## config.mk

```make
export PLATFORM = sky130hd
export DESIGN_NAME = imem_loader
export DESIGN_NICKNAME = d
export VERILOG_FILES = /design/src/rtl/imem_loader_pkg.sv /design/src/rtl/loader_hold_timer.sv /design/src/rtl/imem_loader.sv
export SDC_FILE = /design/constraint.sdc
export NUM_CORES = 1
export LEC_CHECK = 0
export BUFFER_PORTS_ARGS = -buffer_cell sky130_fd_sc_hd__clkbuf_2
export CELL_PAD_IN_SITES_DETAIL_PLACEMENT = 0
export CELL_PAD_IN_SITES_GLOBAL_PLACEMENT = 1
export CORE_UTILIZATION = 32
export CTS_CLUSTER_SIZE = 12
export DETAILED_ROUTE_END_ITERATION = 6
export GPL_ROUTABILITY_DRIVEN = 0
export PLACE_DENSITY = 0.73
export SLEW_MARGIN = 10
export SYNTH_ARGS = -nofsm -noshare
export SYNTH_HDL_FRONTEND = slang
export SYNTH_SLANG_ARGS = --single-unit
```

## constraint.sdc

```tcl
create_clock -name clk -period 1.42 [get_ports clk]
set_clock_uncertainty 0.1 [all_clocks]
set_input_delay 0.426 -clock clk [delete_from_list [all_inputs] [get_ports clk]]
set_output_delay 0.426 -clock clk [all_outputs]
set_load 0.02 [all_outputs]
```

## src/rtl/imem_loader_pkg.sv

```systemverilog
// Shared types and constants for the instruction-memory loader.
// State encoding and the default image base address live here.
package imem_loader_pkg;

  localparam int STATE_W = 3;

  localparam logic [31:0] DEF_BASE_ADDR = 32'h20;

  typedef enum logic [STATE_W-1:0] {
    ST_IDLE = 3'd0,
    ST_LOAD = 3'd1,
    ST_HOLD = 3'd2,
    ST_RUN  = 3'd3,
    ST_ERR  = 3'd4
  } state_t;

  // Bits needed to hold the values 0..n inclusive.
  function automatic int ctr_w(input int n);
    return $clog2(n + 1);
  endfunction

endpackage

```

## src/rtl/loader_hold_timer.sv

```systemverilog
// Loadable down-counter that times the processor-reset hold period.
// o_expire flags the final hold cycle so the FSM can leave HOLD.
module loader_hold_timer
  import imem_loader_pkg::*;
#(
  parameter int HOLD_CYCLES = 2
) (
  input  logic clk,
  input  logic rst_n,
  input  logic i_load,
  input  logic i_dec,
  output logic o_expire
);

  localparam int TW = ctr_w(HOLD_CYCLES);

  logic [TW-1:0] r_cnt;

  // load the full hold length, then count down while holding
  always_ff @(posedge clk or negedge rst_n) begin
    if (!rst_n) begin
      r_cnt <= '0;
    end else if (i_load) begin
      r_cnt <= TW'(HOLD_CYCLES);
    end else if (i_dec && (r_cnt != '0)) begin
      r_cnt <= r_cnt - TW'(1);
    end
  end

  assign o_expire = i_dec && (r_cnt == TW'(1));

endmodule

```

## src/rtl/imem_loader.sv

```systemverilog
// Stream-to-instruction-memory program loader with CPU reset control.
// Optional running checksum check: define IMEM_LOADER_CHECKSUM_EN.
module imem_loader
  import imem_loader_pkg::*;
#(
  parameter int              DATA_W      = 16,
  parameter int              ADDR_W      = 32,
  parameter logic [ADDR_W-1:0] BASE_ADDR = ADDR_W'(DEF_BASE_ADDR),
  parameter int              MAX_WORDS   = 1024,
  parameter int              HOLD_CYCLES = 2
) (
  input  logic                           clk,
  input  logic                           reset,
  input  logic                           load_start,
  input  logic                           s_valid,
  input  logic [DATA_W-1:0]              s_data,
  input  logic                           s_last,
`ifdef IMEM_LOADER_CHECKSUM_EN
  input  logic [DATA_W-1:0]              chk_expected,
  output logic [DATA_W-1:0]              checksum,
`endif
  output logic                           s_ready,
  output logic                           mem_we,
  output logic [ADDR_W-1:0]              mem_addr,
  output logic [DATA_W-1:0]              mem_wdata,
  output logic                           cpu_reset,
  output logic                           busy,
  output logic                           done,
  output logic                           error,
  output logic [$clog2(MAX_WORDS+1)-1:0] word_count
);

  localparam int            CW  = $clog2(MAX_WORDS + 1);
  localparam logic [CW-1:0] LIM = CW'(MAX_WORDS - 1);

  state_t r_state;
  state_t w_next;

  logic              w_acc;
  logic              w_start;
  logic              w_expire;
  logic              w_chk_bad;
  logic              w_hold_ld;
  logic              w_in_hold;
  logic              w_s_ready;
  logic              w_busy;
  logic              w_cpu_rst;
  logic              w_done;
  logic              w_err;
  logic              w_we;
  logic [CW-1:0]     w_cnt;
  logic [ADDR_W-1:0] w_addr;
  logic [DATA_W-1:0] w_wdata;

  assign w_acc     = s_valid & s_ready;
  assign w_start   = load_start
                   & (r_state != ST_LOAD)
                   & (r_state != ST_HOLD);
  assign w_hold_ld = w_acc & s_last;
  assign w_in_hold = (r_state == ST_HOLD);

`ifdef IMEM_LOADER_CHECKSUM_EN
  logic [DATA_W-1:0] r_sum;
  logic [DATA_W-1:0] w_sum;

  assign w_sum     = r_sum + s_data;
  assign w_chk_bad = (w_sum != chk_expected);
  assign checksum  = r_sum;

  // running sum of accepted words, restarted by each load
  always_ff @(posedge clk or negedge reset) begin
    if (!reset) begin
      r_sum <= '0;
    end else if (w_start) begin
      r_sum <= '0;
    end else if (w_acc) begin
      r_sum <= w_sum;
    end
  end
`else
  assign w_chk_bad = 1'b0;
`endif

  loader_hold_timer #(
    .HOLD_CYCLES(HOLD_CYCLES)
  ) u_hold (
    .clk     (clk),
    .rst_n   (reset),
    .i_load  (w_hold_ld),
    .i_dec   (w_in_hold),
    .o_expire(w_expire)
  );

  // state register
  always_ff @(posedge clk or negedge reset) begin
    if (!reset) begin
      r_state <= ST_IDLE;
    end else begin
      r_state <= w_next;
    end
  end

  // next-state decode; a word at the limit without s_last overflows
  always_comb begin
    w_next = r_state;
    unique case (r_state)
      ST_IDLE: if (load_start) w_next = ST_LOAD;
      ST_LOAD: begin
        if (w_acc) begin
          if (s_last) begin
            w_next = w_chk_bad ? ST_ERR : ST_HOLD;
          end else if (word_count == LIM) begin
            w_next = ST_ERR;
          end
        end
      end
      ST_HOLD: if (w_expire) w_next = ST_RUN;
      ST_RUN:  if (load_start) w_next = ST_LOAD;
      ST_ERR:  if (load_start) w_next = ST_LOAD;
      default: w_next = ST_IDLE;
    endcase
  end

  // next values of the registered outputs
  always_comb begin
    w_s_ready = (w_next == ST_LOAD);
    w_busy    = (w_next == ST_LOAD) || (w_next == ST_HOLD);
    w_cpu_rst = (w_next != ST_RUN);
    w_done    = (r_state == ST_HOLD) && (w_next == ST_RUN);
    w_we      = w_acc;
    w_addr    = mem_addr;
    w_wdata   = mem_wdata;
    w_cnt     = word_count;
    w_err     = error;
    unique case (1'b1)
      w_start: begin
        w_cnt = '0;
        w_err = 1'b0;
      end
      w_acc: begin
        w_cnt   = word_count + CW'(1);
        w_err   = error | (w_next == ST_ERR);
        w_addr  = BASE_ADDR + ADDR_W'(word_count);
        w_wdata = s_data;
      end
      default: begin
        w_cnt = word_count;
      end
    endcase
  end

  // output registers
  always_ff @(posedge clk or negedge reset) begin
    if (!reset) begin
      s_ready    <= 1'b0;
      mem_we     <= 1'b0;
      mem_addr   <= BASE_ADDR;
      mem_wdata  <= '0;
      cpu_reset  <= 1'b1;
      busy       <= 1'b0;
      done       <= 1'b0;
      error      <= 1'b0;
      word_count <= '0;
    end else begin
      s_ready    <= w_s_ready;
      mem_we     <= w_we;
      mem_addr   <= w_addr;
      mem_wdata  <= w_wdata;
      cpu_reset  <= w_cpu_rst;
      busy       <= w_busy;
      done       <= w_done;
      error      <= w_err;
      word_count <= w_cnt;
    end
  end

endmodule

```

Word-level counts from Yosys, hierarchy flattened:

Index checks and enable logic that the tools add are counted.

* bits in registers: 70
* input port bits: 21
* output and inout bits: 65
* word-level logic and storage cells: 51

* add/sub/neg operators: 3
* equal/unequal tests: 13
* mux-type cells: 10
* bitwise logic cells: 5
* reduce and logical (&&, ||, !) cells: 9

Operators by type and width (number)
* 11-bit one-hot mux with 2 select lines: 1
* 3-bit 2-to-1 mux: 5
* 6-bit by 11-bit adder with 12-bit output (first input constant): 1
* 3-bit by 2-bit equality test with 1-bit output (second input constant): 4
* 11-bit by 1-bit adder with 11-bit output (second input constant): 1
* 11-bit by 10-bit equality test with 1-bit output (second input constant): 1
* 3-bit one-hot mux with 3 select lines: 1
* 3-bit by 1-bit equality test with 1-bit output (second input constant): 2
* 3-bit equality test (second input constant): 2
* 3-bit by 2-bit inequality test with 1-bit output (second input constant): 2
* 2-bit nonzero test: 3
* 1-bit bitwise AND: 4
* 2-bit 2-to-1 mux: 2
* 1-bit logical AND: 3
* 3-bit logical NOT: 1
* 3-bit by 1-bit inequality test with 1-bit output (second input constant): 1
* 3-bit OR reduction: 1
* 2-bit by 1-bit equality test with 1-bit output (second input constant): 1
* 1-bit one-hot mux with 2 select lines: 1
* 2-bit by 1-bit subtractor with 2-bit output (second input constant): 1
* 1-bit logical OR: 1
* 1-bit OR: 1

Depth between registers and ports, before layout:

* depth after elaboration: 8
* depth in mapped cells: 5
* depth with buffers taken out: 5

Modules after synthesis:

A second synthesis with hierarchy kept.

* cell total of the unflattened synthesis: 253
* area, all modules: 2344.7 µm²

By module, submodules not included
* imem_loader: instances 1, cells an instance 239, area each 2202.1 µm², seq. area each 1203.7 µm²
* loader_hold_timer: instances 1, cells an instance 14, area each 142.6 µm², seq. area each 50.0 µm²

Least setup slack after synthesis:

OpenSTA, ideal clock, no wires.

* path kind: register to register
* from: register word_count[1]
* to: register busy
* library setup time: 0.120 ns
* arrival: 1.529 ns
* required time: 1.200 ns
* setup slack: -0.328 ns
* cell stages (with the launch flop): 6
* path buffers: 0
* clock period less this slack: 1.748 ns
* cell sequence: dfrtp_1 ha_1 nand2_1 nor4_2 nand2b_1 and3_1

* longest elaborated chain between the ends: 7
* elaborated cells between the ends (all ways): 8
* those cells by class: eq/ne: 3; mux: 4; reduce/logical: 1

Ends and longest elaborated chain
* start: declaration: line imem_loader.sv:30 `output logic [$clog2(MAX_WORDS+1)-1:0] word_count`
* start signal: assignment: line imem_loader.sv:173 `word_count <= w_cnt;`
* 11-bit by 10-bit equality test with 1-bit output *: line imem_loader.sv:112 `end else if (word_count == LIM) begin`
* 3-bit 2-to-1 mux *: line imem_loader.sv:112
* 3-bit 2-to-1 mux *: line imem_loader.sv:110 `if (s_last) begin`
* 3-bit 2-to-1 mux *: line imem_loader.sv:109 `if (w_acc) begin`
* 3-bit one-hot mux with 3 select lines *: line imem_loader.sv:106 `unique case (r_state)`
* 3-bit by 1-bit equality test with 1-bit output / 3-bit by 2-bit equality test with 1-bit output (equally long branches): line imem_loader.sv:127 `w_busy = (w_next == ST_LOAD) || (w_next == ST_HOLD);`
* 1-bit logical OR *: line imem_loader.sv:127
* net w_busy: line imem_loader.sv:46 `logic w_busy;`
* end signal: assignment: line imem_loader.sv:170 `busy <= w_busy;`
* end: declaration: line imem_loader.sv:27 `output logic busy,`

Mark *: on every way through the listed nets, which the timed path passes. The rest lies on a longest branch.
A chain may end at the register's enable or synchronous reset.

Final worst setup path:

* from: register s_ready
* to: output port s_ready

RTL lines
* start: declaration: line imem_loader.sv:22 `output logic s_ready,`
* start signal: assignment: line imem_loader.sv:165 `s_ready <= w_s_ready;`

No word-level cell between the ends.

==> impl_results.md <==
* Critical path type: reg -> out
* Leakage at 0.001885 µW
* RSZ-0062 raised after global routing: true
* Top cells by area, synth: dfrtp_1 51%, nand2_1 14%, buf_4 6.6%
* Worst skew pair latency at 0.30 ns
* First DRT Iteration DRCs at 56
* R2r setup slk at -0.08 ns
* Slew Viols, Final at 0
* # rows at 31
* Die Height at 88.10 µm
* Max IR drop VDD at 0.5129 mV
* ANT nets after route at 0
* Final core utilization at 50.50%
* DR vias at 2187
* Switching part of the total at 39.47%
* Post-synthesis async set-or-reset flop share at 100.0%
* Power share of the combinational group at 49.7%
* Final wirelength at 6053 µm
* P_sw at 2287 µW
* Clock Pin Slew Worst Setup and Hold Paths at 0.09 ns
* First-pass GRT wire length at 9591 µm
* Drt first pass iters at 4
* Worst min-delay path class: in -> async
* Max-Cap Viols at 0
* PwrDens at 1590 nW/µm²
* # fillers at 695
* # port buffers at 65
* # diodes at 0
* Io pins at 86
* Vias in the first global route at 2078
* Critical Path End Type: output port
* # setup viols final at 23
* Initial antenna violation count at 0
* Fmax at 653.2 MHz
* Avg Vias per Cell at 4.509
* Synthesized area per cell at 9.231 µm²
* Detailed placer's ending HPWL at 4055 µm
* Number of CTS-inserted buffers at 5
* Synthesized area at 2372 µm²
* Synth top area share at 50.63%
* Multi-input logic area at 1081 µm²
* Most frequent cell after synthesis: nand2_1
* Yosys warns at 0
* Synth unique cells at 39
* Layout Area Growth over Synthesis at 53.59%
* CTS Root Cell: clkbuf_8
* Final nets at 411
* Seq/Total Area, Yosys at 52.85%
* Core area at 7214 µm²
* Yosys top cell by area: dfrtp_1
* Total GRT Usage at 16.18%
* DRC viols at 0
* # H-tree levels at 2
* CP arrival at 1.00 ns
* Final worst path period share at 107.8%
* Clock Sinks at 50
* Die area at 7762 µm²
* Final Hold Viols at 0
* Post-synth EDFFs at 0
* Cells on worst reg2reg path at 4
* Syn Inst Count at 257
* Sequential fraction of design power at 36.7%
* Worst EP required at 0.89 ns
* DIE WIDTH at 88.10 µm
* Clock Power Share at 13.7%
* Congestion Overflow GR at 0
* Main synth FF type: dfrtp_1
* Total negative slack at -1.384 ns
* Layout cells sized above 1 at 45.34%
* Final min period at 1.531 ns
* WL/cell at 12.48 µm
* Initial Util at 32.88%
* P_int at 3507 µW
* Register bit total from synthesis at 50
* Worst reg2reg path startpoint: r_state[1]
* Status: finished, violations left
* Largest net degree at the start of global routing at 51
* TritonCTS clock tree: built
* Failing checks: setup timing
* Storage cell area at 1266 µm²
* Startpoint Class: flip-flop
* Top post-synthesis cells by count: 86 x nand2_1, 48 x dfrtp_1, 21 x buf_4, 21 x o21ai_0, 8 x nand3_1
* Worst Path Max Fanout at 5
* Final WS setup at -0.1110 ns
* Reg-to-Reg End: s_ready
* Clock buffer depth at 2
[metal layers]
| metal | vias to the layer above | track usage, % | share of wire, % |
|---|---|---|---|
| met4 | 0 | 5.572 | 1.3 |
| met3 | 6 | 3.582 | 4.3 |
| met1 | 1059 | 19.33 | 42 |
| met2 | 52 | 28.68 | 53 |
| met5 | - | 0 | 0 |
| li1 | 1070 | - | - |
[through the flow]
step | instance area [µm²] | instances | total power (µW) | setup slack [ns] | hold slack, ns
detailed placement | 3009 | 446 | 4489 | -0.2266 | 0.3441
finish | 3643 | 485 | 5794 | -0.1110 | 0.003220
global placement | 3009 | 446 | 4430 | -0.1824 | 0.3411
CTS | 3473 | 476 | 5602 | -0.1334 | 0.01139
floorplan | 2479 | 276 | 3596 | -0.07331 | 0.03041
global route | 3643 | 485 | 6197 | -0.1656 | 0.02803
[layout by cell type (no fill, tap or decap), types with 6 or more instances in the layout]
cell type	instances
nand2_1	83
buf_4	48
clkbuf_2	44
dfrtp_1	38
buf_6	22
conb_1	20
o21ai_0	17
buf_8	14
dfrtp_2	10
nor2_1	7
nand3_1	6
[worst max path at each step]
stage	from	to	slack (ns)
6_report	s_ready	s_ready	-0.11
5_1_grt	r_state[0]	word_count[7]	-0.17
4_1_cts	s_ready	s_ready	-0.13
3_5_place_dp	s_valid	word_count[9]	-0.23
3_3_place_gp	s_valid	busy	-0.18
2_1_floorplan	word_count[7]	busy	-0.07
[sequential cells by signal, summed over array words and instances (netlist names)]
| name | flops |
|---|---|
| mem_wdata | 16 |
| mem_addr | 12 |
| word_count | 11 |
| r_state | 3 |
| u_hold.r_cnt | 2 |
| busy | 1 |
| cpu_reset | 1 |
| done | 1 |
| error | 1 |
| mem_we | 1 |
| s_ready | 1 |
[repair_timing]
| action | 4_1_cts | 5_1_grt |
|---|---|---|
| endpoints found under the setup margin | 49 | 64 |
| cloned | 0 | 0 |
| setup buffers | 23 | 9 |
| pin swaps | 3 | 10 |
| hold buffers | 0 | 0 |
| resized for setup | 41 | 47 |
[area by class of cell]
type	instances	area share [%]
clock inverters	2	0.2747
repair buffers	133	29.60
well taps	99	3.400
inverters	4	0.4121
clock buffers	5	1.889
multi-input cells	192	29.67
flip-flops and latches	50	34.75
[logic make-up after synthesis]
kind of cell | synth area share [%]
other cells | 0.1581
xor+xnor | 2.216
buf+inv | 8.808
simple gates | 22.73
compound gates | 11.13
fa+ha+maj | 2.110
flops | 52.85
[worst max-delay path, stage by stage (launching register included)]
cell and delay, ns:
dfrtp_2 0.46, buf_6 0.13, buf_8 0.12
[power by group through the flow]
stage,logic (µW),registers [µW],clock network [µW]
6_report,2880,2120,792
3_5_place_dp,2350,2140,0
3_3_place_gp,2310,2120,0
2_1_floorplan,1040,2560,0
4_1_cts,2660,2110,824
5_1_grt,3150,2170,875
Note: power is estimated with default switching activity, not from simulation.
